## src/rtl/led_stepper_pkg.sv

```systemverilog
// Shared constants and types for the debounced two-button LED stepper.
package led_stepper_pkg;

  // MODE input encoding.
  localparam logic MODE_ROTATE = 1'b0;
  localparam logic MODE_BAR    = 1'b1;

  // Resolved step direction for one clock cycle.
  typedef enum logic [1:0] {
    DIR_NONE  = 2'd0,
    DIR_LEFT  = 2'd1,
    DIR_RIGHT = 2'd2
  } dir_e;

endpackage

```

## src/rtl/led_stepper_db_chan.sv

```systemverilog
// One button channel: two-flop synchroniser, counter-based debounce filter,
// rising-edge press tick and optional hold-to-repeat tick generator.
module db_chan #(
  parameter int unsigned DB_CYCLES     = 2_000_000,
  parameter bit          REPEAT_EN     = 1'b1,
  parameter int unsigned REPEAT_DELAY  = 50_000_000,
  parameter int unsigned REPEAT_PERIOD = 10_000_000
) (
  input  logic CLK_100M,
  input  logic RST_N,
  input  logic raw,
  output logic level,
  output logic tick
);

  localparam int unsigned DB_W = (DB_CYCLES > 1) ? $clog2(DB_CYCLES) : 1;
  localparam logic [DB_W-1:0] DB_LAST = DB_W'(DB_CYCLES - 1);

  logic [1:0]      sync_q;
  logic            raw_s;
  logic            db_q, db_d;
  logic            db_dly_q;
  logic [DB_W-1:0] cnt_q, cnt_d;
  logic            press_tick;

  // Two-flop synchroniser for the asynchronous button input.
  always_ff @(posedge CLK_100M or negedge RST_N) begin
    if (!RST_N) sync_q <= '0;
    else        sync_q <= {sync_q[0], raw};
  end

  assign raw_s = sync_q[1];

  // Debounce: count consecutive cycles disagreeing with the accepted level.
  always_comb begin
    db_d  = db_q;
    cnt_d = cnt_q;
    if (raw_s == db_q) begin
      cnt_d = '0;
    end else if (cnt_q == DB_LAST) begin
      db_d  = ~db_q;
      cnt_d = '0;
    end else begin
      cnt_d = cnt_q + DB_W'(1);
    end
  end

  // Debounce state plus a delayed copy of the level for edge detection.
  always_ff @(posedge CLK_100M or negedge RST_N) begin
    if (!RST_N) begin
      db_q     <= 1'b0;
      cnt_q    <= '0;
      db_dly_q <= 1'b0;
    end else begin
      db_q     <= db_d;
      cnt_q    <= cnt_d;
      db_dly_q <= db_q;
    end
  end

  assign level      = db_q;
  assign press_tick = db_q & ~db_dly_q;

  generate
    if (REPEAT_EN) begin : g_rep
      localparam int unsigned RP_MAX = (REPEAT_DELAY > REPEAT_PERIOD) ? REPEAT_DELAY : REPEAT_PERIOD;
      localparam int unsigned RP_W   = $clog2(RP_MAX + 1);

      logic [RP_W-1:0] rcnt_q, rcnt_d;
      logic            phase_q, phase_d;
      logic            rep_tick;

      // Repeat timer: counts cycles since the last tick while the level is
      // held; phase 0 waits the initial delay, phase 1 the repeat period.
      always_comb begin
        rcnt_d   = rcnt_q;
        phase_d  = phase_q;
        rep_tick = 1'b0;
        if (!db_q) begin
          rcnt_d  = '0;
          phase_d = 1'b0;
        end else if ((!phase_q && rcnt_q == RP_W'(REPEAT_DELAY)) ||
                     ( phase_q && rcnt_q == RP_W'(REPEAT_PERIOD))) begin
          rep_tick = 1'b1;
          rcnt_d   = RP_W'(1);
          phase_d  = 1'b1;
        end else begin
          rcnt_d = rcnt_q + RP_W'(1);
        end
      end

      // Repeat timer registers.
      always_ff @(posedge CLK_100M or negedge RST_N) begin
        if (!RST_N) begin
          rcnt_q  <= '0;
          phase_q <= 1'b0;
        end else begin
          rcnt_q  <= rcnt_d;
          phase_q <= phase_d;
        end
      end

      assign tick = press_tick | rep_tick;
    end else begin : g_norep
      assign tick = press_tick;
    end
  endgenerate

endmodule

```

## src/rtl/led_stepper_db.sv

```systemverilog
// Two debounced buttons step a WIDTH-bit LED pattern in rotate or bar-graph
// mode; STEP_CNT counts pattern changes that actually took effect.
module led_stepper_db
  import led_stepper_pkg::*;
#(
  parameter int unsigned       WIDTH         = 8,
  parameter logic [WIDTH-1:0]  INIT_PATTERN  = WIDTH'(8'h01),
  parameter int unsigned       DB_CYCLES     = 2_000_000,
  parameter bit                REPEAT_EN     = 1'b1,
  parameter int unsigned       REPEAT_DELAY  = 50_000_000,
  parameter int unsigned       REPEAT_PERIOD = 10_000_000,
  parameter int unsigned       CNT_W         = 16
) (
  input  logic             CLK_100M,
  input  logic             RST_N,
  input  logic             BTN_LEFT,
  input  logic             BTN_RIGHT,
  input  logic             MODE,
  output logic [WIDTH-1:0] LED,
  output logic [CNT_W-1:0] STEP_CNT,
  output logic             BUSY
);

  logic             level_l, level_r;
  logic             tick_l, tick_r;
  dir_e             dir;
  logic [WIDTH-1:0] led_q, led_d;
  logic [CNT_W-1:0] cnt_q, cnt_d;

  db_chan #(
    .DB_CYCLES(DB_CYCLES), .REPEAT_EN(REPEAT_EN),
    .REPEAT_DELAY(REPEAT_DELAY), .REPEAT_PERIOD(REPEAT_PERIOD)
  ) u_left (
    .CLK_100M(CLK_100M), .RST_N(RST_N), .raw(BTN_LEFT),
    .level(level_l), .tick(tick_l)
  );

  db_chan #(
    .DB_CYCLES(DB_CYCLES), .REPEAT_EN(REPEAT_EN),
    .REPEAT_DELAY(REPEAT_DELAY), .REPEAT_PERIOD(REPEAT_PERIOD)
  ) u_right (
    .CLK_100M(CLK_100M), .RST_N(RST_N), .raw(BTN_RIGHT),
    .level(level_r), .tick(tick_r)
  );

  // Direction decode: simultaneous left and right ticks cancel out.
  always_comb begin
    dir = DIR_NONE;
    if (tick_l && !tick_r)      dir = DIR_LEFT;
    else if (tick_r && !tick_l) dir = DIR_RIGHT;
  end

  // Next pattern and step count; bar-graph saturation falls out naturally
  // because a saturated shift leaves the pattern equal to itself.
  always_comb begin
    led_d = led_q;
    case (dir)
      DIR_LEFT:  led_d = (MODE == MODE_BAR) ? {led_q[WIDTH-2:0], 1'b1}
                                            : {led_q[WIDTH-2:0], led_q[WIDTH-1]};
      DIR_RIGHT: led_d = (MODE == MODE_BAR) ? {1'b0, led_q[WIDTH-1:1]}
                                            : {led_q[0], led_q[WIDTH-1:1]};
      default:   led_d = led_q;
    endcase
    cnt_d = (led_d != led_q) ? cnt_q + CNT_W'(1) : cnt_q;
  end

  // Pattern and step counter registers.
  always_ff @(posedge CLK_100M or negedge RST_N) begin
    if (!RST_N) begin
      led_q <= INIT_PATTERN;
      cnt_q <= '0;
    end else begin
      led_q <= led_d;
      cnt_q <= cnt_d;
    end
  end

  assign LED      = led_q;
  assign STEP_CNT = cnt_q;
  assign BUSY     = level_l | level_r;

endmodule

```

## config.mk

```make
export PLATFORM = sky130hd
export DESIGN_NAME = led_stepper_db
export DESIGN_NICKNAME = d
export VERILOG_FILES = /design/src/rtl/led_stepper_pkg.sv /design/src/rtl/led_stepper_db_chan.sv /design/src/rtl/led_stepper_db.sv
export SDC_FILE = /design/constraint.sdc
export NUM_CORES = 1
export LEC_CHECK = 0
export BUFFER_PORTS_ARGS = -buffer_cell sky130_fd_sc_hd__clkbuf_2
export CAP_MARGIN = 20
export CORE_MARGIN = 5
export CORE_UTILIZATION = 40
export CTS_CLUSTER_DIAMETER = 30
export CTS_CLUSTER_SIZE = 40
export DETAILED_ROUTE_END_ITERATION = 6
export GPL_TIMING_DRIVEN = 0
export PLACE_DENSITY_LB_ADDON = 0.25
export SLEW_MARGIN = 20
export SYNTH_ARGS = -nofsm -noshare
export SYNTH_HDL_FRONTEND = slang
export SYNTH_SLANG_ARGS = --single-unit
export TNS_END_PERCENT = 5
```

## constraint.sdc

```tcl
create_clock -name CLK_100M -period 12.24 [get_ports CLK_100M]
set_clock_uncertainty 0.15 [all_clocks]
set_input_delay 1.224 -clock CLK_100M [delete_from_list [all_inputs] [get_ports CLK_100M]]
set_output_delay 1.224 -clock CLK_100M [all_outputs]
set_load 0.1 [all_outputs]
```

After elaboration in Yosys (flattened, before gate mapping)
Cells that the tools add are included.
- bits in registers: 128
- $add $sub $neg: 5
- equal/unequal tests: 13
- multiplexer cells: 21
- bitwise operators: 11
- reductions and logical operators: 14
- operator list (operator ; count):
    26-bit 2-to-1 mux ; 4
    21-bit 2-to-1 mux ; 4
    26-bit by 1-bit adder with 26-bit output (second input constant) ; 2
    26-bit by 24-bit == test with 1-bit output (second input constant) ; 2
    26-bit == test (second input constant) ; 2
    21-bit by 1-bit adder with 21-bit output (second input constant) ; 2
    21-bit == test (second input constant) ; 2
    16-bit by 1-bit adder with 16-bit output (second input constant) ; 1
    8-bit case mux with 2 select lines ; 1
    1-bit 2-to-1 mux ; 9
    8-bit 2-to-1 mux ; 1
    8-bit inequality test ; 1
    1-bit logical AND ; 6
    1-bit inverter ; 6
    1-bit logical NOT ; 4
    2-bit 2-to-1 mux ; 2
    2-bit inequality test (second input constant) ; 2
    2-bit AND reduction ; 2
    1-bit OR ; 3
    1-bit AND ; 2
    1-bit == test ; 2
    2-bit by 1-bit == test with 1-bit output (second input constant) ; 1
    2-bit == test (second input constant) ; 1
    1-bit logical OR ; 2

Logic depth before layout (Yosys ltp)
Gate-level depths: netlist of run 1.
- word-level depth: 13
- mapped depth: 17

By module
From an unflattened synthesis of run 1, not the netlist that was laid out.
- cell total of the unflattened synthesis: 669
- area total of the unflattened synthesis: 6630.1 um^2
- modules (own cells, without submodules) (module ; times used ; cells an instance ; area each (um^2) ; seq. area each (um^2)):
    db_chan at u_left ; 1 ; 273 ; 2678.8 ; 1301.2
    db_chan at u_right ; 1 ; 271 ; 2675.1 ; 1301.2
    led_stepper_db ; 1 ; 125 ; 1276.2 ; 601.8

Worst setup path before layout of run 1
No wires, ideal clock.
- path kind: register to register
- start point: reg u_left.g_rep.rcnt_q[21]
- end point: reg cnt_q[11], in the netlist STEP_CNT[11]
- setup time: 0.158 ns
- arrival: 3.858 ns
- required time: 11.932 ns
- path slack: 8.074 ns
- cell stages (with the launch flop): 17
- period minus slack after synthesis: 4.166 ns
- cells stage by stage: dfrtp_1 or4b_2 nor4_1 nand4b_1 o21ai_0 nand2_1 nand2_1 nand2_1 ha_1 clkbuf_1 a221oi_1 o221ai_1 or4_1 a221o_1 buf_6 nand4_1 xnor2_1
- word-level cells in the longest chain between the ends: 13
- elaborated cells on any way between the ends: 17
- ends and longest elaborated chain (what ; line ; text):
    from (decl) ; led_stepper_db_chan.sv:69 ; logic [RP_W-1:0] rcnt_q, rcnt_d;
    from (signal assigned) ; led_stepper_db_chan.sv:98 ; rcnt_q <= rcnt_d;
    26-bit == test / 26-bit by 24-bit == test with 1-bit output (equally long branches) ; led_stepper_db_chan.sv:82, led_stepper_db_chan.sv:83 ;
    1-bit logical AND, on equally long branches ; led_stepper_db_chan.sv:82, led_stepper_db_chan.sv:83 ;
    1-bit logical OR (*) ; led_stepper_db_chan.sv:82 ; end else if ((!phase_q && rcnt_q == RP_W'(REPEAT_DELAY)) ||
    1-bit 2-to-1 mux (*) ; led_stepper_db_chan.sv:82 ;
    1-bit 2-to-1 mux (*) ; led_stepper_db_chan.sv:79 ; if (!db_q) begin
    1-bit OR (*) ; led_stepper_db_chan.sv:103 ; assign tick = press_tick | rep_tick;
    1-bit logical NOT ; led_stepper_db.sv:50 ; else if (tick_r && !tick_l) dir = DIR_RIGHT;
    1-bit logical AND ; led_stepper_db.sv:50 ;
    2-bit 2-to-1 mux ; led_stepper_db.sv:50 ;
    2-bit 2-to-1 mux (*) ; led_stepper_db.sv:49 ; if (tick_l && !tick_r) dir = DIR_LEFT;
    2-bit == test / 2-bit by 1-bit == test with 1-bit output (equally long branches) ; led_stepper_db.sv:57 ; case (dir)
    8-bit case mux with 2 select lines (*) ; led_stepper_db.sv:57 ;
    8-bit inequality test (*) ; led_stepper_db.sv:64 ; cnt_d = (led_d != led_q) ? cnt_q + CNT_W'(1) : cnt_q;
    to (signal assigned) ; led_stepper_db.sv:74 ; cnt_q <= cnt_d;
    to (decl) ; led_stepper_db.sv:28 ; logic [CNT_W-1:0] cnt_q, cnt_d;
Every way passes the cells marked *; elsewhere a longest branch is shown, timed or not.
A chain may end at the register's enable or synchronous reset.

Worst setup path after layout of run 1
- start point: reg u_left.g_rep.rcnt_q[21]
- end point: reg cnt_q[13], in the netlist STEP_CNT[13]
The elaborated chain is that of the path after synthesis.

==> implementation parameters, run 1 <==
Parameter                              Value

Timing
  Slew @ Worst Pin    between 0.7 and 0.8 ns
  Final setup violating endpoints    0
  Count of endpoints failing hold in the final timing report    0
  Final Slew Violations    0
  Minimum hold slack    slightly below 0.2 ns
  Share of the cycle needed by the critical path after routing    0.3782
  Final min period    roughly 4.6 ns
  Sum of negative setup slack    0 ns
  Max-slew headroom at the worst pin    0.4707
  Maximum achievable frequency    around 220 MHz
  Unrepaired setup endpoints after global routing    false

Power and ir drop
  Power per unit of standard cell area    127.0 nW/um2
  Static Leakage    3.044 nW
  Peak VDD IR    0.09601 mV

Logic synthesis
  EDFF count, synth    0
  Part of the Yosys area used for sequential elements    0.5193
  Cell count after synthesis    between 600 and 700
  Syn Nets    638
  Synth Warn #    0
  Netlist cell types    47
  Async set-reset flop share out of synthesis    1.000
  Seq cells post-synth    roughly 130
  Dominant synthesized flop cell    sky130_fd_sc_hd__dfrtp_1
  Synth Cell Area    a little over 6000 um2
  Post-synthesis area per instance    9.889 um2

Clock network
  Resized cells post-CTS    0
  Quantity of hold-fixing buffers added after cts    0
  Latest clock arrival within the worst-skew pair    between 0.4 and 0.5 ns
  Clock net sink count    ~130
  Buffers inserted by post-CTS timing repair    0
  TritonCTS Buffers    17
  Clock slew seen by the registers of the worst setup and hold paths    roughly 0.05 ns
  Root Driver    sky130_fd_sc_hd__clkbuf_16
  H-tree depth reported by CTS    4
  Buffer depth of the longest clock path    2
  TritonCTS clock tree    built

Route
  Per-cell via count in the routed design    between 5 and 6
  Final wirelength    ~12000 um
  Number of routed nets with antenna violations    0
  Number of DRC markers in iteration 0    between 200 and 250
  Average wire per standard cell    13.51 um
  Length of the first detailed-routing pass in iterations    4
  Number of remaining DRC errors    0
  Number of vias after detailed routing    between 4000 and 5000

Hold path
  Class of the tightest hold or removal check    flip-flop to flip-flop

Setup path
  WS Path Type    flip-flop to flip-flop
  Crit end category    flip-flop
  Critical Path Source Type    flip-flop
  Arrival time of the worst setup path    around 4.8 ns
  Crit-path max FO    10
  Data required time of the critical path    roughly 12 ns

Global routing
  GRT Residual Overflow    0
  First-pass GRT wire length    roughly 21000 um
  Via count of the first global-routing pass    between 4000 and 5000
  Pin count of the biggest net entering global routing    67
  Antenna violations before repair    0
  Overall Global Routing Usage    0.1408

Cells and area
  Layout Nets    between 600 and 700
  Synthesis-to-finish area growth    15.55%
  Share of layout cells above drive strength 1    0.1051
  Number of diodes added for antenna fixing    0

Die
  Chip Width    roughly 130 um
  Number of top-level pins    30
  Cell row count    between 40 and 50
  Die area    18010 um2
  CORE AREA    approximately 15000 um2
  Effective utilization at floorplan    0.4074
  Die Y-Extent    approximately 130 um

Run
  Max-cap check violation count    0

Run status
  Run status    finished, final reports clean

Placement
  Routability congestion estimate from global placement    roughly 0.86
  Post-DP HPWL    between 8000 and 9000 um
  Buffers added on ports    29
-- sequential cells by signal (all words and copies together), names as in the netlist, 2 cells and up --
name,flops
LED,8
STEP_CNT,16
u_left.cnt_q,21
u_left.g_rep.rcnt_q,26
u_left.sync_q,2
u_right.cnt_q,21
u_right.g_rep.rcnt_q,26
u_right.sync_q,2
-- cell usage after synthesis, types with 2 or more instances --
cell type | count | area share
sky130_fd_sc_hd__a21boi_0 | 2 | 0.0024
sky130_fd_sc_hd__a21oi_1 | 12 | 0.0097
sky130_fd_sc_hd__a221o_1 | 2 | 0.0032
sky130_fd_sc_hd__a221oi_1 | 3 | 0.0043
sky130_fd_sc_hd__a22oi_1 | 5 | 0.0061
sky130_fd_sc_hd__and2_1 | 6 | 0.0061
sky130_fd_sc_hd__and3_1 | 21 | 0.021
sky130_fd_sc_hd__and4_1 | 6 | 0.0085
sky130_fd_sc_hd__buf_2 | 6 | 0.0049
sky130_fd_sc_hd__clkbuf_1 | 8 | 0.0049
sky130_fd_sc_hd__dfrtp_1 | 127 | 0.52
sky130_fd_sc_hd__ha_1 | 9 | 0.018
sky130_fd_sc_hd__inv_1 | 18 | 0.011
sky130_fd_sc_hd__mux2_2 | 3 | 0.0055
sky130_fd_sc_hd__nand2_1 | 50 | 0.030
sky130_fd_sc_hd__nand2b_1 | 4 | 0.0041
sky130_fd_sc_hd__nand3_1 | 44 | 0.036
sky130_fd_sc_hd__nand4_1 | 25 | 0.025
sky130_fd_sc_hd__nor2_1 | 112 | 0.068
sky130_fd_sc_hd__nor3_1 | 7 | 0.0057
sky130_fd_sc_hd__nor4_1 | 10 | 0.010
sky130_fd_sc_hd__nor4b_1 | 5 | 0.0071
sky130_fd_sc_hd__o21a_1 | 2 | 0.0024
sky130_fd_sc_hd__o21ai_0 | 8 | 0.0065
sky130_fd_sc_hd__o221ai_1 | 2 | 0.0028
sky130_fd_sc_hd__or2_2 | 2 | 0.0020
sky130_fd_sc_hd__or3_1 | 3 | 0.0030
sky130_fd_sc_hd__or4_1 | 2 | 0.0024
sky130_fd_sc_hd__or4b_2 | 3 | 0.0049
sky130_fd_sc_hd__xnor2_1 | 46 | 0.065
sky130_fd_sc_hd__xor2_1 | 55 | 0.078
-- per-layer routing --
metal	up-vias	track usage	wire, um	share of wire
met2	49	0.2288	5878	0.50
li1	2226	-	-	-
met3	4	0.03826	313	0.027
met5	-	0	0	0
met4	0	0.04242	63	0.0053
met1	2187	0.1851	5541	0.47
-- final cells by class --
class | count | area [um2]
Clock inverter | 6 | 57.56
Buffer | 15 | 71.32
Timing Repair Buffer | 30 | 181.4
Clock buffer | 25 | 485.5
Fill cell | 1414 | 8015
Tap cell | 188 | 235.2
Sequential cell | 128 | 3204
Inverter | 18 | 67.56
Multi-Input combinational cell | 463 | 2828
-- worst max-delay path: stages, from the launching register on --
cell and delay, ns:
sky130_fd_sc_hd__dfrtp_1 0.42, sky130_fd_sc_hd__or4b_2 0.70, sky130_fd_sc_hd__nor4_1 0.24, sky130_fd_sc_hd__nand4b_1 0.14, sky130_fd_sc_hd__o21ai_0 0.18, sky130_fd_sc_hd__nand2_1 0.13, sky130_fd_sc_hd__nand2_1 0.11, sky130_fd_sc_hd__nand2_1 0.07
sky130_fd_sc_hd__ha_1 0.34, sky130_fd_sc_hd__clkbuf_1 0.22, sky130_fd_sc_hd__a221oi_1 0.40, sky130_fd_sc_hd__o221ai_1 0.18, sky130_fd_sc_hd__or4_1 0.42, sky130_fd_sc_hd__a221o_1 0.44, sky130_fd_sc_hd__buf_6 0.20, sky130_fd_sc_hd__nand4_1 0.10
sky130_fd_sc_hd__xnor2_1 0.12
-- cells by family (layout without fill, tap and decap cells) --
kind of cell    count (synthesis)  count (layout)  synth area share
simple gates                  307             307            0.2441
flops                         128             128            0.5193
xor+xnor                      101             101            0.1433
compound gates                 42              42           0.04542
buf+inv                        33              94           0.02251
fa+ha+maj                       9               9           0.01825
mux                             4               4          0.007096
-- where the power goes --
group          total (W)  internal, W  switching (W)
clock           0.000462     0.000293       0.000169
sequential      0.000428     0.000426     0.00000191
combinational  0.0000159   0.00000382      0.0000121
total           0.000905     0.000722       0.000183
-- worst paths after layout --
kind                                          from                 endpoint  slack (ns)  cells past startpoint
setup / recovery           u_left.g_rep.rcnt_q[21]             STEP_CNT[13]        7.61                     16
hold / removal                    u_left.sync_q[0]         u_left.sync_q[1]        0.20                      0
setup reg to reg           u_left.g_rep.rcnt_q[21]             STEP_CNT[13]        7.61                     16
hold reg to reg                   u_left.sync_q[0]         u_left.sync_q[1]        0.20                      0
max in group asynchronous                    RST_N                   LED[0]       10.54                      2
min in group asynchronous                    RST_N  u_left.g_rep.rcnt_q[13]        0.65                      1
-- stage by stage --
stage	util	instances	power, W	worst slack, ns	cell area, um2
2_1_floorplan	-	624	0.0004395	8.074	6171
3_3_place_gp	0.4325	841	0.0004502	7.572	6551
3_5_place_dp	0.4349	842	0.0004518	7.600	6588
4_1_cts	0.4708	873	0.0009172	7.574	7131
5_1_grt	0.4708	873	0.0009410	7.155	7131
6_report	0.4708	873	0.0009053	7.611	7131
-- cells in the final DEF (no fill, tap or decap), types with 6 or more instances in the layout --
cell type	instances
sky130_fd_sc_hd__nor2_1	112
sky130_fd_sc_hd__nor3_1	7
sky130_fd_sc_hd__dfrtp_1	127
sky130_fd_sc_hd__and2_1	6
sky130_fd_sc_hd__and3_1	21
sky130_fd_sc_hd__clkbuf_16	17
sky130_fd_sc_hd__clkbuf_1	13
sky130_fd_sc_hd__xnor2_1	46
sky130_fd_sc_hd__and4_1	6
sky130_fd_sc_hd__nand4_1	25
sky130_fd_sc_hd__nand2_1	50
sky130_fd_sc_hd__nand3_1	44
sky130_fd_sc_hd__o21ai_0	8
sky130_fd_sc_hd__inv_1	18
sky130_fd_sc_hd__nor4_1	10
sky130_fd_sc_hd__clkbuf_2	28
sky130_fd_sc_hd__buf_2	6
sky130_fd_sc_hd__ha_1	9
sky130_fd_sc_hd__xor2_1	55
sky130_fd_sc_hd__a21oi_1	12
Note: power is estimated with default switching activity, not from simulation.
==> run 2: changes to the inputs <==
- clock period: 12.24 -> 4.8 ns (I/O delays scaled with it)
==> run 2 against run 1 <==
  * Setup slack worse by 7.2 ns
  * Non-clock buffer count up 2
  * Clock-buffer cell count unchanged
  * Hold slack worse by 0.17 ns
  * First-iteration DRC count up 0.94%
  * Die area unchanged
  * Critical path type unchanged
  * Maximum frequency up 4.8%
  * Wire length up 0.50%
  * Total power rose to 2.6 times the previous value
==> implementation parameters, run 2 (synthesized netlist as in run 1, its figures left out) <==
Parameter                              Value

Global routing
  Antenna violations before repair    0
  GRT Residual Overflow    0
  Overall Global Routing Usage    0.1409
  First-pass GRT wire length    approximately 21000 um
  Pin count of the biggest net entering global routing    67
  Via count of the first global-routing pass    about 4600

Die
  Die Y-Extent    134.2 um
  CORE AREA    approximately 15000 um2
  Number of top-level pins    30
  Chip Width    about 130 um
  Die area    between 15000 and 20000 um2
  Effective utilization at floorplan    0.4074
  Cell row count    between 40 and 50

Timing
  Sum of negative setup slack    0 ns
  Unrepaired setup endpoints after global routing    false
  Share of the cycle needed by the critical path after routing    0.9200
  Max-slew headroom at the worst pin    0.4687
  Final min period    4.416 ns
  Slew @ Worst Pin    0.7858 ns
  Count of endpoints failing hold in the final timing report    0
  Maximum achievable frequency    around 230 MHz
  Final Slew Violations    0
  Final setup violating endpoints    0

Route
  Number of DRC markers in iteration 0    215
  Number of vias after detailed routing    4452
  Average wire per standard cell    roughly 14 um
  Length of the first detailed-routing pass in iterations    6
  Per-cell via count in the routed design    5.088
  Number of remaining DRC errors    0
  Final wirelength    around 12000 um
  Number of routed nets with antenna violations    0

Power and ir drop
  Total power after layout    between 0.002 and 0.0025 W
  Peak VDD IR    roughly 0.24 mV
  Static Leakage    slightly above 3 nW
  Power per unit of standard cell area    approximately 320 nW/um2

Setup path
  CP endpoint    STEP_CNT[13]
  Worst path buffer plus inverter count    1
  Slowest stage cell on the critical path    sky130_fd_sc_hd__or4b_2
  Critical path launch point    u_left.g_rep.rcnt_q[21]
  Category of cells accounting for the largest share of critical-path delay    simple AND/OR/NAND/NOR gates
  CP most frequent cell    sky130_fd_sc_hd__nand2_1
  Worst-path cell chain    or4b_2 -> nor4_2 -> nand4b_1 -> o21ai_0 -> nand2_1 -> nand2_1 -> nand2_1 -> ha_1 -> nor2b_1 -> a221oi_2 -> o221ai_1 -> or4_1 -> a221o_2 -> buf_6 -> nand4_1 -> xnor2_1
  CP Depth    16
  Critical Path Source Type    flip-flop
  Arrival time of the worst setup path    approximately 4.6 ns
  Crit-path max FO    10
  Count of cells along the worst register-to-register path    16
  Internal reg-to-reg setup slack    ~0.38 ns
  Crit end category    flip-flop
  Startpoint of the lowest-slack register-to-register path    u_left.g_rep.rcnt_q[21]
  R2r endpoint    STEP_CNT[13]
  WS Path Type    flip-flop to flip-flop
  Data required time of the critical path    4.98 ns
  Max stage delay on crit path    about 0.70 ns

Clock network
  TritonCTS Buffers    17
  Buffer depth of the longest clock path    2
  Root Driver    sky130_fd_sc_hd__clkbuf_16
  Clock slew seen by the registers of the worst setup and hold paths    roughly 0.05 ns
  Clock net sink count    128
  H-tree depth reported by CTS    4
  Latest clock arrival within the worst-skew pair    slightly above 0.4 ns
  TritonCTS clock tree    built

Cells and area
  Synthesis-to-finish area growth    16.26%
  Area of combinational cells with multiple inputs    between 2000 and 3000 um2
  Largest registers    u_left.g_rep.rcnt_q: 26 flops, u_right.g_rep.rcnt_q: 26 flops
  Most common library cell in the layout ignoring fill and taps    sky130_fd_sc_hd__dfrtp_1
  Number of diodes added for antenna fixing    0
  Layout Nets    roughly 700
  Commonest non-fill, non-tap cells in the layout    127 x sky130_fd_sc_hd__dfrtp_1, 112 x sky130_fd_sc_hd__nor2_1, 55 x sky130_fd_sc_hd__xor2_1
  Number of filler instances in the final layout    1412
  Sequential cell area    roughly 3200 um2
  Share of layout cells above drive strength 1    0.1150

Run status
  Run status    finished, final reports clean

Placement
  Buffers added on ports    29
  Routability congestion estimate from global placement    0.8602
  Post-DP HPWL    8121 um

Run
  Max-cap check violation count    0

Hold path
  Class of the tightest hold or removal check    input pin to flip-flop
## run 2: cell types whose count changed in the layout (fill, tap and decap cells not counted), sizes merged
cell         change
dlygate4sd3      +1
buf              +1
## run 2: layer usage
| metal | up-vias | GRT usage | wire length, um |
|---|---|---|---|
| met1 | 2173 | 0.1851 | 5635 |
| met4 | 0 | 0.04242 | 69 |
| met5 | - | 0 | 0 |
| li1 | 2233 | - | - |
| met3 | 6 | 0.03863 | 315 |
| met2 | 40 | 0.2288 | 5835 |
## run 2: power by group
group	switching, W	internal, W	total [W]	leakage (nW)
sequential	0.00000487	0.00109	0.00109	1.77
combinational	0.0000310	0.0000103	0.0000413	1.03
clock	0.000433	0.000746	0.00118	0.267
## run 2: final cells by class
class                           count  share of cell area
Buffer                             15             0.01012
Clock buffer                       25             0.06767
Multi-Input combinational cell    463              0.3976
Sequential cell                   128              0.4466
Inverter                           18            0.009418
Timing Repair Buffer               32             0.02773
Tap cell                          188             0.03279
Clock inverter                      6            0.008022
## run 2: how the worst min path moves through the flow
stage,from,to,slack [ns],cells past startpoint
4_1_cts,BTN_RIGHT,u_right.sync_q[0],0.01,1
5_1_grt,BTN_RIGHT,u_right.sync_q[0],0.007,1
3_5_place_dp,u_left.sync_q[0],u_left.sync_q[1],0.19,0
3_3_place_gp,u_left.sync_q[0],u_left.sync_q[1],0.19,0
2_1_floorplan,RST_N,LED[1],0.03,0
6_report,BTN_RIGHT,u_right.sync_q[0],0.03,1
## run 2: repair_timing
item / CTS / global route
resized for setup: 0 / 7
hold endpoints to repair: 65 / 0
hold buffers: 1 / 0
buffers inserted: 0 / 1
endpoints found under the setup margin: 0 / 16
## run 2: metrics by stage
stage          hold WS, ns  instance area (um2)  setup slack, ns  utilization  std cells
3_3_place_gp        0.1873                 6551           0.1318       0.4325        841
3_5_place_dp        0.1855                 6588           0.1602       0.4349        842
6_report           0.02646                 7174           0.3838       0.4737        875
2_1_floorplan      0.03441                 6171           0.6337            -        624
4_1_cts            0.01185                 7141           0.1341       0.4715        874
5_1_grt           0.007383                 7174          0.01489       0.4737        875
## run 2: worst register-to-register path, cell delays in order (launching register included)
cell,delay (ns)
sky130_fd_sc_hd__dfrtp_1,0.42
sky130_fd_sc_hd__or4b_2,0.70
sky130_fd_sc_hd__nor4_2,0.22
sky130_fd_sc_hd__nand4b_1,0.13
sky130_fd_sc_hd__o21ai_0,0.18
sky130_fd_sc_hd__nand2_1,0.13
sky130_fd_sc_hd__nand2_1,0.11
sky130_fd_sc_hd__nand2_1,0.07
sky130_fd_sc_hd__ha_1,0.26
sky130_fd_sc_hd__nor2b_1,0.15
sky130_fd_sc_hd__a221oi_2,0.31
sky130_fd_sc_hd__o221ai_1,0.15
sky130_fd_sc_hd__or4_1,0.53
sky130_fd_sc_hd__a221o_2,0.43
sky130_fd_sc_hd__buf_6,0.18
sky130_fd_sc_hd__nand4_1,0.10
sky130_fd_sc_hd__xnor2_1,0.12
